--- config.mk ---
export PLATFORM = sky130hd
export DESIGN_NAME = alu_control_seq
export DESIGN_NICKNAME = d
export VERILOG_FILES = /design/src/rtl/alu_control_seq.sv
export SDC_FILE = /design/constraint.sdc
export NUM_CORES = 1
export LEC_CHECK = 0
export ABC_AREA = 1
export ABC_CLOCK_PERIOD_IN_PS = 1800
export CELL_PAD_IN_SITES_DETAIL_PLACEMENT = 1
export CELL_PAD_IN_SITES_GLOBAL_PLACEMENT = 1
export CORE_MARGIN = 2
export CORE_UTILIZATION = 32
export CTS_CLUSTER_SIZE = 40
export DETAILED_ROUTE_END_ITERATION = 10
export HOLD_SLACK_MARGIN = 0.08
export PLACE_DENSITY_LB_ADDON = 0.1
export SYNTH_ARGS = -nofsm -noshare
export SYNTH_HDL_FRONTEND = slang
export SYNTH_SLANG_ARGS = --single-unit
--- constraint.sdc ---
create_clock -name clk -period 1.8 [get_ports clk]
set_clock_uncertainty 0.15 [all_clocks]
set_input_delay 0.27 -clock clk [delete_from_list [all_inputs] [get_ports clk]]
set_output_delay 0.27 -clock clk [all_outputs]
set_load 0.02 [all_outputs]
--- src/rtl/alu_control_seq.sv ---
// Registered EX-stage ALU control decoder with optional extended ops and
// multi-cycle MULT/DIV sequencing (start pulse, countdown, upstream stall).
module alu_control_seq #(
    parameter int FUNC_W     = 6,
    parameter int CTRL_W     = 4,
    parameter int EXT_OPS    = 1,
    parameter int MUL_CYCLES = 4,
    parameter int DIV_CYCLES = 8
) (
    input  logic              clk,
    input  logic              rst,
    input  logic              flush,
    input  logic              valid_in,
    input  logic [FUNC_W-1:0] func_idex,
    input  logic [1:0]        alu_op_idex,
    output logic [CTRL_W-1:0] alu_control,
    output logic              ctrl_valid,
    output logic              md_start,
    output logic              md_done,
    output logic              stall
);

    localparam int MAX_LAT = (MUL_CYCLES > DIV_CYCLES) ? MUL_CYCLES : DIV_CYCLES;
    localparam int CNT_W   = ($clog2(MAX_LAT) < 1) ? 1 : $clog2(MAX_LAT);

    localparam logic [CNT_W-1:0] MUL_LOAD = CNT_W'(MUL_CYCLES - 1);
    localparam logic [CNT_W-1:0] DIV_LOAD = CNT_W'(DIV_CYCLES - 1);

    localparam logic [3:0] C_AND  = 4'b0000;
    localparam logic [3:0] C_OR   = 4'b0001;
    localparam logic [3:0] C_ADD  = 4'b0010;
    localparam logic [3:0] C_SUB  = 4'b0110;
    localparam logic [3:0] C_SLT  = 4'b0111;
    localparam logic [3:0] C_MULT = 4'b1000;
    localparam logic [3:0] C_DIV  = 4'b1001;
    localparam logic [3:0] C_NOR  = 4'b1100;

    typedef enum logic {IDLE = 1'b0, BUSY = 1'b1} state_t;

    // Unknown function codes, and extended codes when disabled, fall back to ADD.
    function automatic logic [3:0] decode(input logic [1:0] op, input logic [FUNC_W-1:0] fn);
        logic [3:0] code;
        code = C_ADD;
        case (op)
            2'b00: code = C_ADD;
            2'b01: code = C_SUB;
            2'b10: begin
                if (fn == FUNC_W'(6'b000000))                      code = C_ADD;
                else if (fn == FUNC_W'(6'b000001))                 code = C_SUB;
                else if (fn == FUNC_W'(6'b000010))                 code = C_AND;
                else if (EXT_OPS != 0 && fn == FUNC_W'(6'b000011)) code = C_OR;
                else if (EXT_OPS != 0 && fn == FUNC_W'(6'b000100)) code = C_SLT;
                else if (EXT_OPS != 0 && fn == FUNC_W'(6'b000101)) code = C_NOR;
                else if (EXT_OPS != 0 && fn == FUNC_W'(6'b011000)) code = C_MULT;
                else if (EXT_OPS != 0 && fn == FUNC_W'(6'b011010)) code = C_DIV;
                else                                               code = C_ADD;
            end
            default: code = C_ADD;
        endcase
        return code;
    endfunction

    state_t            state_q, state_d;
    logic [CNT_W-1:0]  cnt_q, cnt_d;
    logic [CTRL_W-1:0] ctrl_q, ctrl_d;
    logic              ctrl_valid_q, ctrl_valid_d;
    logic              md_start_q, md_start_d;
    logic              md_done_q, md_done_d;
    logic              stall_q, stall_d;

    logic [3:0]        dec_code;
    logic              accept;

    // Next-state and output decision; flush overrides any accept.
    always_comb begin
        state_d      = state_q;
        cnt_d        = cnt_q;
        ctrl_d       = ctrl_q;
        ctrl_valid_d = 1'b0;
        md_start_d   = 1'b0;
        md_done_d    = 1'b0;
        stall_d      = stall_q;
        dec_code     = decode(alu_op_idex, func_idex);
        accept       = valid_in & ~stall_q;

        if (flush) begin
            state_d = IDLE;
            cnt_d   = '0;
            ctrl_d  = '0;
            stall_d = 1'b0;
        end else begin
            case (state_q)
                IDLE: begin
                    if (accept) begin
                        ctrl_d       = CTRL_W'(dec_code);
                        ctrl_valid_d = 1'b1;
                        if (dec_code == C_MULT || dec_code == C_DIV) begin
                            md_start_d = 1'b1;
                            stall_d    = 1'b1;
                            cnt_d      = (dec_code == C_MULT) ? MUL_LOAD : DIV_LOAD;
                            state_d    = BUSY;
                        end else begin
                            stall_d = 1'b0;
                        end
                    end else begin
                        stall_d = 1'b0;
                    end
                end
                BUSY: begin
                    if (cnt_q == '0) begin
                        stall_d   = 1'b0;
                        md_done_d = 1'b1;
                        state_d   = IDLE;
                    end else begin
                        cnt_d   = cnt_q - CNT_W'(1);
                        stall_d = 1'b1;
                    end
                end
                default: begin
                    state_d = IDLE;
                    cnt_d   = '0;
                    stall_d = 1'b0;
                end
            endcase
        end
    end

    // State and output registers with synchronous active-low reset.
    always_ff @(posedge clk) begin
        if (!rst) begin
            state_q      <= IDLE;
            cnt_q        <= '0;
            ctrl_q       <= '0;
            ctrl_valid_q <= 1'b0;
            md_start_q   <= 1'b0;
            md_done_q    <= 1'b0;
            stall_q      <= 1'b0;
        end else begin
            state_q      <= state_d;
            cnt_q        <= cnt_d;
            ctrl_q       <= ctrl_d;
            ctrl_valid_q <= ctrl_valid_d;
            md_start_q   <= md_start_d;
            md_done_q    <= md_done_d;
            stall_q      <= stall_d;
        end
    end

    assign alu_control = ctrl_q;
    assign ctrl_valid  = ctrl_valid_q;
    assign md_start    = md_start_q;
    assign md_done     = md_done_q;
    assign stall       = stall_q;

endmodule

==> metrics, run 1 <==
CTS Buffer Depth 2; status completed; required time of the critical path 1.38 ns; first-pass GRT wire length 2930 µm; CP delay by family, top buffers and inverters; CP arrival 1.24 ns; Final Slew Violations 0; antenna diode instance count 0; die height 50.6 µm; worst-path cell chain clkdlybuf4s50_1; DR vias 707; IO Count 20; Setup Buffers After CTS 0; register area 220 µm²; die area 2560 µm²; Syn Inst Count 98; period utilization 92.5%; Pleak 0.000478 µW; Worst Tran Pin Value 0.251 ns; DRT iter0 DRCs 2; hold slack 0.320 ns; Initial DRT Pass Iterations 3; Port Buf Inserts 19; post-route insts no fill 155; Max Freq 601 MHz; #FFs+latches synth 11; root buf cell clkbuf_4; switching share of total power 26.3%; HP Class flop to flop; final setup violation count 0; Syn-to-layout area delta 44.6%; CP max FO 3; vias in the first global route 708; Reg clk slew, reported paths 0.07 ns; row count 16; Slew Limit Headroom 83.2%; die width 50.6 µm; share of cells above drive strength 1 22.7%; Clock power frac 32.3%; fin nets 145; total power 526 µW; max_cap viols 0; TritonCTS clock tree built; largest net degree at the start of global routing 10; Worst path max stage delay 0.62 ns; CTS Buf Count 3; peak supply drop 0.000395 V; NetSw 138 µW; worst-skew pair later-pin latency 0.27 ns; # DRC 0; Cell Area, Synth 696 µm²; Syn Nets 114; # hold bufs at CTS 0; CP Launch Type flop; Int Power 388 µW; dpl hpwl 1380 µm; count of antenna-violating nets left after detailed routing 0; Multi-input gate area 395 µm²; YS warnings 0; H-tree depth 1; Routed WL 1690 µm; CP Capture Type output port; routability cong. 0.754; # fillers 255; portion of total power attributed to combinational logic 20.3%; Crit Path Class flop to output port; Distinct cells, synth 23; Post-Place Cells 151; Reg power frac 47.5%; CTS Sinks 11; area of the core 2000 µm²; critical path's slowest cell clkdlybuf4s50_1; sequential area share after synthesis 31.7%; Avg Synthesized Cell Area 7.10 µm²; CP bufs+invs 1; minimum clock period 1.66 ns; post-DR wirelength/cell 10.9 µm; Final Hold Fails 0; RSZ-0062 raised after global routing false; power density over cell area 522 nW/µm²; starting density of the core 34.7%; overall routing resource usage 15.2%; gr ovfl total 0; Via density 4.56; antenna violations before repair 0
==> state kept, by name, summed over array words and instances (netlist names) <==
| register | cells |
|---|---|
| alu_control | 4 |
| cnt_q | 3 |
| ctrl_valid | 1 |
| md_done | 1 |
| md_start | 1 |
| stall | 1 |
==> worst register-to-register path: cells and delay by family, from the launching register on <==
family        cells  cell delay, ns
buf+inv           2            0.28
flops             1            0.33
simple gates      6            0.52
==> routing by layer <==
metal	wire, µm	up-vias	share of wire (%)	global-route usage (%)
met4	0	0	0	5.41
met5	0	-	0	0
met2	834	17	49	26.8
li1	-	374	-	-
met1	786	316	46	17.2
met3	70	0	4.1	4.46
==> through the flow <==
step | setup slack [ns] | TNS [ns] | cell area (µm²) | utilization (%)
after floorplan | 0.379 | 0 | 696 | -
after global placement | -0.187 | -0.753 | 972 | 48.6
after detailed placement | -0.243 | -1.07 | 972 | 48.6
after CTS | 0.0449 | 0 | 998 | 49.9
after global routing | 0.0270 | 0 | 1010 | 50.2
final | 0.136 | 0 | 1010 | 50.2
==> power by group through the flow <==
stage	logic (µW)	registers, µW	clock network (µW)
floorplan	43.7	260	0
global placement	103	255	0
detailed placement	106	255	0
CTS	106	249	180
global route	117	250	191
finish	107	249	170
==> placed cells by master, fill, tap and decap left out <==
master / instances
inv_1: 13
dfxtp_1: 11
nor2_8: 1
dlymetal6s2s_1: 1
o21ai_2: 1
o21ai_0: 3
nand2_2: 5
nand2_1: 18
clkbuf_4: 3
a21oi_2: 1
a21oi_1: 5
clkbuf_1: 1
xnor2_1: 1
ha_1: 4
nand4_2: 1
nand3_2: 1
clkdlybuf4s50_1: 18
nand4_1: 3
nor3_1: 1
o211ai_1: 1
nor4_1: 1
nor2_1: 9
bufinv_8: 1
nor2_2: 3
nand3_1: 8
nand3b_1: 1
inv_2: 5
buf_4: 7
==> path summary, 6_finish.rpt <==
kind / from / to / slack (ns) / cells past startpoint
worst max-delay path: stall / stall / 0.14 / 1
worst min register to register: stall / md_done / 0.32 / 2
worst max register to register: stall / cnt_q[0] / 0.43 / 8
worst min-delay path: stall / md_done / 0.32 / 2
==> cells in the mapped netlist, drive strengths merged <==
library cell / instances / area share, %
nand2: 23 / 13
inv: 18 / 9.7
nor2: 13 / 10
dfxtp: 11 / 32
nand3: 9 / 7.2
a21oi: 6 / 4.9
ha: 4 / 7.2
nand4: 4 / 4.5
o21ai: 4 / 3.4
bufinv: 1 / 2.5
nand3b: 1 / 1.1
nor3: 1 / 0.72
nor4: 1 / 0.90
o211ai: 1 / 1.1
xnor2: 1 / 1.3
==> what timing repair did <==
action	4_1_cts	5_1_grt
hold endpoints to repair	0	0
gates resized for setup	0	5
endpoints found under the setup margin	0	3
==> final cells by class <==
type / count / area share [%]
Tap cell: 27 / 3.36
Multi-Input combinational cell: 68 / 39.3
Timing Repair Buffer: 26 / 24.4
Sequential cell: 11 / 21.9
Inverter: 19 / 8.46
Clock buffer: 4 / 2.61
==> cells by family (layout without fill, tap and decap cells) <==
group | after synthesis | after routing | synth area share [%]
adders and majority gates | 4 | 4 | 7.19
DFF | 11 | 11 | 31.7
AOI/OAI and AO/OA | 11 | 11 | 9.35
and+or+nand+nor | 52 | 52 | 38.3
xor gates and xnor gates | 1 | 1 | 1.26
buffers and inverters | 19 | 49 | 12.2
(Power assumes the default switching activity.)
==> inputs of run 2 (changes only) <==
--- a/config.mk
+++ b/config.mk
@@ -6,7 +6,7 @@
 export NUM_CORES = 1
 export LEC_CHECK = 0
 export ABC_AREA = 1
-export ABC_CLOCK_PERIOD_IN_PS = 1800
+export ABC_CLOCK_PERIOD_IN_PS = 1600
 export CELL_PAD_IN_SITES_DETAIL_PLACEMENT = 1
 export CELL_PAD_IN_SITES_GLOBAL_PLACEMENT = 1
 export CORE_MARGIN = 2
==> constraint.sdc (replaced) <==
create_clock -name clk -period 1.6 [get_ports clk]
set_clock_uncertainty 0.15 [all_clocks]
set_input_delay 0.24 -clock clk [delete_from_list [all_inputs] [get_ports clk]]
set_output_delay 0.24 -clock clk [all_outputs]
set_load 0.02 [all_outputs]
==> run 2 against run 1 <==
Sequential power grew 12%. Global-route usage grew 1.8 points. Highest routed layer is now met4. Largest power group unchanged. Sequential cell count is the same. Power grew 15%. First-iteration DRC count grew to 3.5 times the previous value. Hold slack lost 0.0011 ns. Clock power grew 12%. Clock-buffer cell count is the same.
==> metrics, run 2 (synthesis results as in run 1) <==
Via density 4.80 (+5.2%); Post-Place Cells 154 (+2.0%); area of the core 2000 µm² (unchanged); IO Count 20 (unchanged); Reg power frac 46.2% (-1.3 points); Final Slew Violations 0 (unchanged); Worst Tran Pin Value 0.226 ns (-0.0251 ns); critical path's slowest cell clkdlybuf4s50_1; CP Launch Type flop; NetSw 165 µW (+19%); die area 2560 µm² (unchanged); peak supply drop 0.000405 V (+2.6%); Final Hold Fails 0 (unchanged); most frequent cells in the layout nand2_1 (19), inv_1 (13), buf_4 (12), dfxtp_1 (11), dlygate4sd2_1 (8); H-tree depth 1 (unchanged); worst-path cell chain clkdlybuf4s50_1; status completed; post-DR wirelength/cell 11.7 µm (+7.3%); fin worst setup slack 0.0399 ns (-0.0957 ns); Crit Path Class flop to output port; placed instance area 995 µm² (+2.3%); largest net degree at the start of global routing 8 (-2); TritonCTS clock tree built; row count 16 (unchanged); count of antenna-violating nets left after detailed routing 0 (unchanged); required time of the critical path 1.21 ns (-0.17 ns); CTS Buf Count 3 (unchanged); Syn-to-layout area delta 54.0%; # DRC 0 (unchanged); # hold bufs at CTS 0 (unchanged); HP Class flop to flop; antenna diode instance count 0 (unchanged); dpl hpwl 1480 µm (+7.0%); CP max FO 1 (-2); fin nets 150 (+3.4%); Worst path max stage delay 0.59 ns (-0.03 ns); overall routing resource usage 17.0% (+1.8 points); setup slack at placement -0.393 ns (-0.150 ns); final setup violation count 0 (unchanged); Slew Limit Headroom 84.9% (+1.7 points); die height 50.6 µm (unchanged); Reg clk slew, reported paths 0.07 ns (about the same); commonest non-fill, non-tap cell in the layout nand2_1; minimum clock period 1.56 ns; CP Capture Type output port; power density over cell area 566 nW/µm² (+8.4%); post-layout util 53.5% (+3.3 points); vias in the first global route 805 (+14%); post-route cell area 1070 µm² (+6.5%); CP arrival 1.17 ns (-0.07 ns); portion of total power attributed to combinational logic 22.4% (+2.1 points); routability cong. 0.807 (+7.1%); CP delay by family, top buffers and inverters; antenna violations before repair 0 (unchanged); share of cells above drive strength 1 27.1% (+4.4 points); first-pass GRT wire length 3270 µm (+12%); period utilization 97.5%; worst-skew pair later-pin latency 0.27 ns (about the same); Sum Neg Setup Slack 0 ns (unchanged); DRT iter0 DRCs 7 (+5); Routed WL 1870 µm (+11%); starting density of the core 34.7% (unchanged); switching share of total power 27.2% (+0.90 points); CP bufs+invs 1 (unchanged); Initial DRT Pass Iterations 4 (+1); root buf cell clkbuf_4; max_cap viols 0 (unchanged); # fillers 257 (+0.78%); post-route insts no fill 160 (+3.2%); max reg flops 4 (unchanged); Port Buf Inserts 19 (unchanged); CTS Sinks 11 (unchanged); DR vias 768 (+8.6%); CTS Buffer Depth 2 (unchanged); Clock power frac 31.4% (-0.9 points); gr ovfl total 0 (unchanged); Max Freq 641 MHz; Pleak 0.000602 µW (+26%); die width 50.6 µm (unchanged); Int Power 442 µW (+14%); RSZ-0062 raised after global routing false
run 2: cell types whose count changed in the layout (fill, tap and decap cells not counted), sizes merged:
cell	delta
dlymetal6s2s	+6
clkdlybuf4s50	-14
buf	+5
dlygate4sd2	+8
run 2: area by class of cell:
cell class	count	area [µm²]	area share, %
Clock buffer	4	26.3	2.45
Timing Repair Buffer	31	288	26.9
Multi-Input combinational cell	68	418	39.0
Tap cell	27	33.8	3.15
Inverter	19	85.1	7.94
Sequential cell	11	220	20.6
run 2: final timing paths:
kind            start  endpoint  slack [ns]  depth (start not counted)
max           md_done   md_done        0.04                          1
min             stall   md_done        0.32                          2
max reg2reg  cnt_q[0]  cnt_q[0]        0.26                          8
min reg2reg     stall   md_done        0.32                          2
run 2: through the flow:
| step | total power [µW] | hold slack, ns |
|---|---|---|
| 6_report | 607 | 0.319 |
| 5_1_grt | 641 | 0.357 |
| 4_1_cts | 609 | 0.331 |
| 3_5_place_dp | 413 | 0.320 |
| 3_3_place_gp | 408 | 0.312 |
| 2_1_floorplan | 342 | 0.251 |
run 2: power groups by stage:
stage / logic, µW / clock network (µW) / registers, µW
6_report: 136 / 191 / 280
5_1_grt: 148 / 212 / 281
4_1_cts: 130 / 199 / 280
3_5_place_dp: 126 / 0 / 287
3_3_place_gp: 121 / 0 / 287
2_1_floorplan: 49.2 / 0 / 293
run 2: layer usage:
metal / up-vias / GRT usage (%) / share of wire, %
li1: 387 / - / -
met1: 360 / 18.7 / 45
met2: 19 / 32.0 / 50
met3: 2 / 5.36 / 5.3
met4: 0 / 2.70 / 0.37
met5: - / 0 / 0
run 2: timing repair:
item | in CTS | in global routing
gates resized for setup | 13 | 11
pin swaps | 2 | 5
endpoints found under the setup margin | 9 | 7
hold endpoints to repair | 0 | 0
cloned | 0 | 0
setup buffers | 1 | 1
==> inputs of run 3 (changes only) <==
--- a/config.mk
+++ b/config.mk
@@ -14,6 +14,7 @@
 export CTS_CLUSTER_SIZE = 40
 export DETAILED_ROUTE_END_ITERATION = 10
 export HOLD_SLACK_MARGIN = 0.08
+export MAX_ROUTING_LAYER = met4
 export PLACE_DENSITY_LB_ADDON = 0.1
 export SYNTH_ARGS = -nofsm -noshare
 export SYNTH_HDL_FRONTEND = slang
==> run 3 against run 2 <==
Combinational power about the same. Highest routed layer unchanged. Sequential power is essentially flat. Global-route usage up 0.46 points. Critical endpoint unchanged. Non-clock buffer count unchanged. Cell count unchanged. Hold slack about the same. Critical path type unchanged.
==> metrics, run 3 (synthesis results as in run 1) <==
Worst R2R Path Depth 8 (unchanged); IO Count 20 (unchanged); share of cells above drive strength 1 27.1% (unchanged); Sum Neg Setup Slack 0 ns (unchanged); Crit Path Class flop to output port; root buf cell clkbuf_4; fin worst setup slack 0.0380 ns (-0.00197 ns); Reg clk slew, reported paths 0.07 ns (about the same); CP Capture Type output port; overall routing resource usage 17.5% (+0.46 points); CP max FO 1 (unchanged); CP delay by family, top buffers and inverters; Port Buf Inserts 19 (unchanged); Critical path origin md_done; fin nets 150 (unchanged); max reg flops 4 (unchanged); DRT iter0 DRCs 7 (unchanged); worst-path cell chain clkdlybuf4s50_1; post-route insts no fill 160 (unchanged); Initial DRT Pass Iterations 4 (unchanged); H-tree depth 1 (unchanged); Max Freq 640 MHz (-0.13%); dpl hpwl 1480 µm (unchanged); period utilization 97.6% (+0.12 points); Routed WL 1880 µm (+0.21%); routability cong. 0.819 (+1.5%); CTS Buf Count 3 (unchanged); largest net degree at the start of global routing 8 (unchanged); HP Class flop to flop; post-layout util 53.5% (unchanged); hold depth 2 (unchanged); RSZ-0062 raised after global routing false; CTS Buffer Depth 2 (unchanged); power density over cell area 568 nW/µm² (+0.21%); post-DR wirelength/cell 11.7 µm (+0.21%); Via density 4.78 (-0.39%); DR vias 765 (-0.39%); gr ovfl total 0 (unchanged); Worst Tran Pin Value 0.226 ns (unchanged); first-pass GRT wire length 3260 µm (-0.21%); CP arrival 1.17 ns (about the same); Worst R2R Start cnt_q[0]; row count 16 (unchanged); Syn-to-layout area delta 54.0% (unchanged); cell depth of the worst setup path 1 (unchanged); CP Launch Type flop; TritonCTS clock tree built; Final Hold Fails 0 (unchanged); antenna violations before repair 0 (unchanged); area of the core 2000 µm² (unchanged); most frequent cells in the layout nand2_1 (19), inv_1 (13), buf_4 (12), dfxtp_1 (11), dlygate4sd2_1 (8); vias in the first global route 801 (-0.50%); worst-skew pair later-pin latency 0.27 ns (about the same); setup slack at placement -0.393 ns (unchanged); minimum clock period 1.56 ns (+0.00197 ns); CP bufs+invs 1 (unchanged); # DRC 0 (unchanged); commonest non-fill, non-tap cell in the layout nand2_1; peak supply drop 0.000405 V (about the same); die width 50.6 µm (unchanged); # fillers 257 (unchanged); critical path's slowest cell clkdlybuf4s50_1; die height 50.6 µm (unchanged); count of antenna-violating nets left after detailed routing 0 (unchanged); starting density of the core 34.7% (unchanged); status completed; FF-to-FF End cnt_q[0]; final setup violation count 0 (unchanged); max_cap viols 0 (unchanged); die area 2560 µm² (unchanged); flop2flop setup slack 0.27 ns (about the same); # hold bufs at CTS 0 (unchanged); hold slack 0.319 ns (-0.00000100 ns); Final Slew Violations 0 (unchanged); required time of the critical path 1.21 ns (about the same); antenna diode instance count 0 (unchanged); Slew Limit Headroom 84.9% (unchanged); Critical Path End md_done; Worst path max stage delay 0.59 ns (about the same); CTS Sinks 11 (unchanged); Pleak 0.000602 µW (unchanged); Post-Place Cells 154 (unchanged)
## run 3: cell counts in the layout (fill, tap and decap cells not counted)
No cell type changed its count.
## run 3: through the flow
step	cell area, µm²	total power (µW)
2_1_floorplan	696	342
3_3_place_gp	995	408
3_5_place_dp	995	413
4_1_cts	1030	609
5_1_grt	1070	641
6_report	1070	608
## run 3: how the worst min path moves through the flow
stage,startpoint,endpoint,slack (ns)
floorplan,flush,cnt_q[0],0.25
global placement,stall,md_done,0.31
detailed placement,stall,md_done,0.32
CTS,stall,md_done,0.33
global route,stall,md_done,0.36
finish,stall,md_done,0.32
## run 3: final cells by class
class,instances,area (µm²),area share [%]
clock buffer,4,26.3,2.45
inverter,19,85.1,7.94
multi-input combinational,68,418,39.0
sequential,11,220,20.6
tap,27,33.8,3.15
timing repair buffer,31,288,26.9
## run 3: where the power goes
part | internal (µW) | total, µW | switching, µW
combinational | 67.0 | 136 | 68.6
sequential | 278 | 280 | 1.99
clock | 96.6 | 192 | 95.4
## run 3: metal layers
layer | track usage (%) | vias up | share of wire (%)
met1 | 18.7 | 358 | 45
met4 | 2.70 | 0 | 0.43
met3 | 5.36 | 2 | 5.1
met5 | - | - | 0
met2 | 32.0 | 18 | 49
li1 | - | 387 | -
## run 3: timing repair
action,in CTS,in global routing
pin swaps,2,5
gates resized for setup,13,11
endpoints found under the setup margin,9,7
cloned,0,0
buffers inserted,1,1
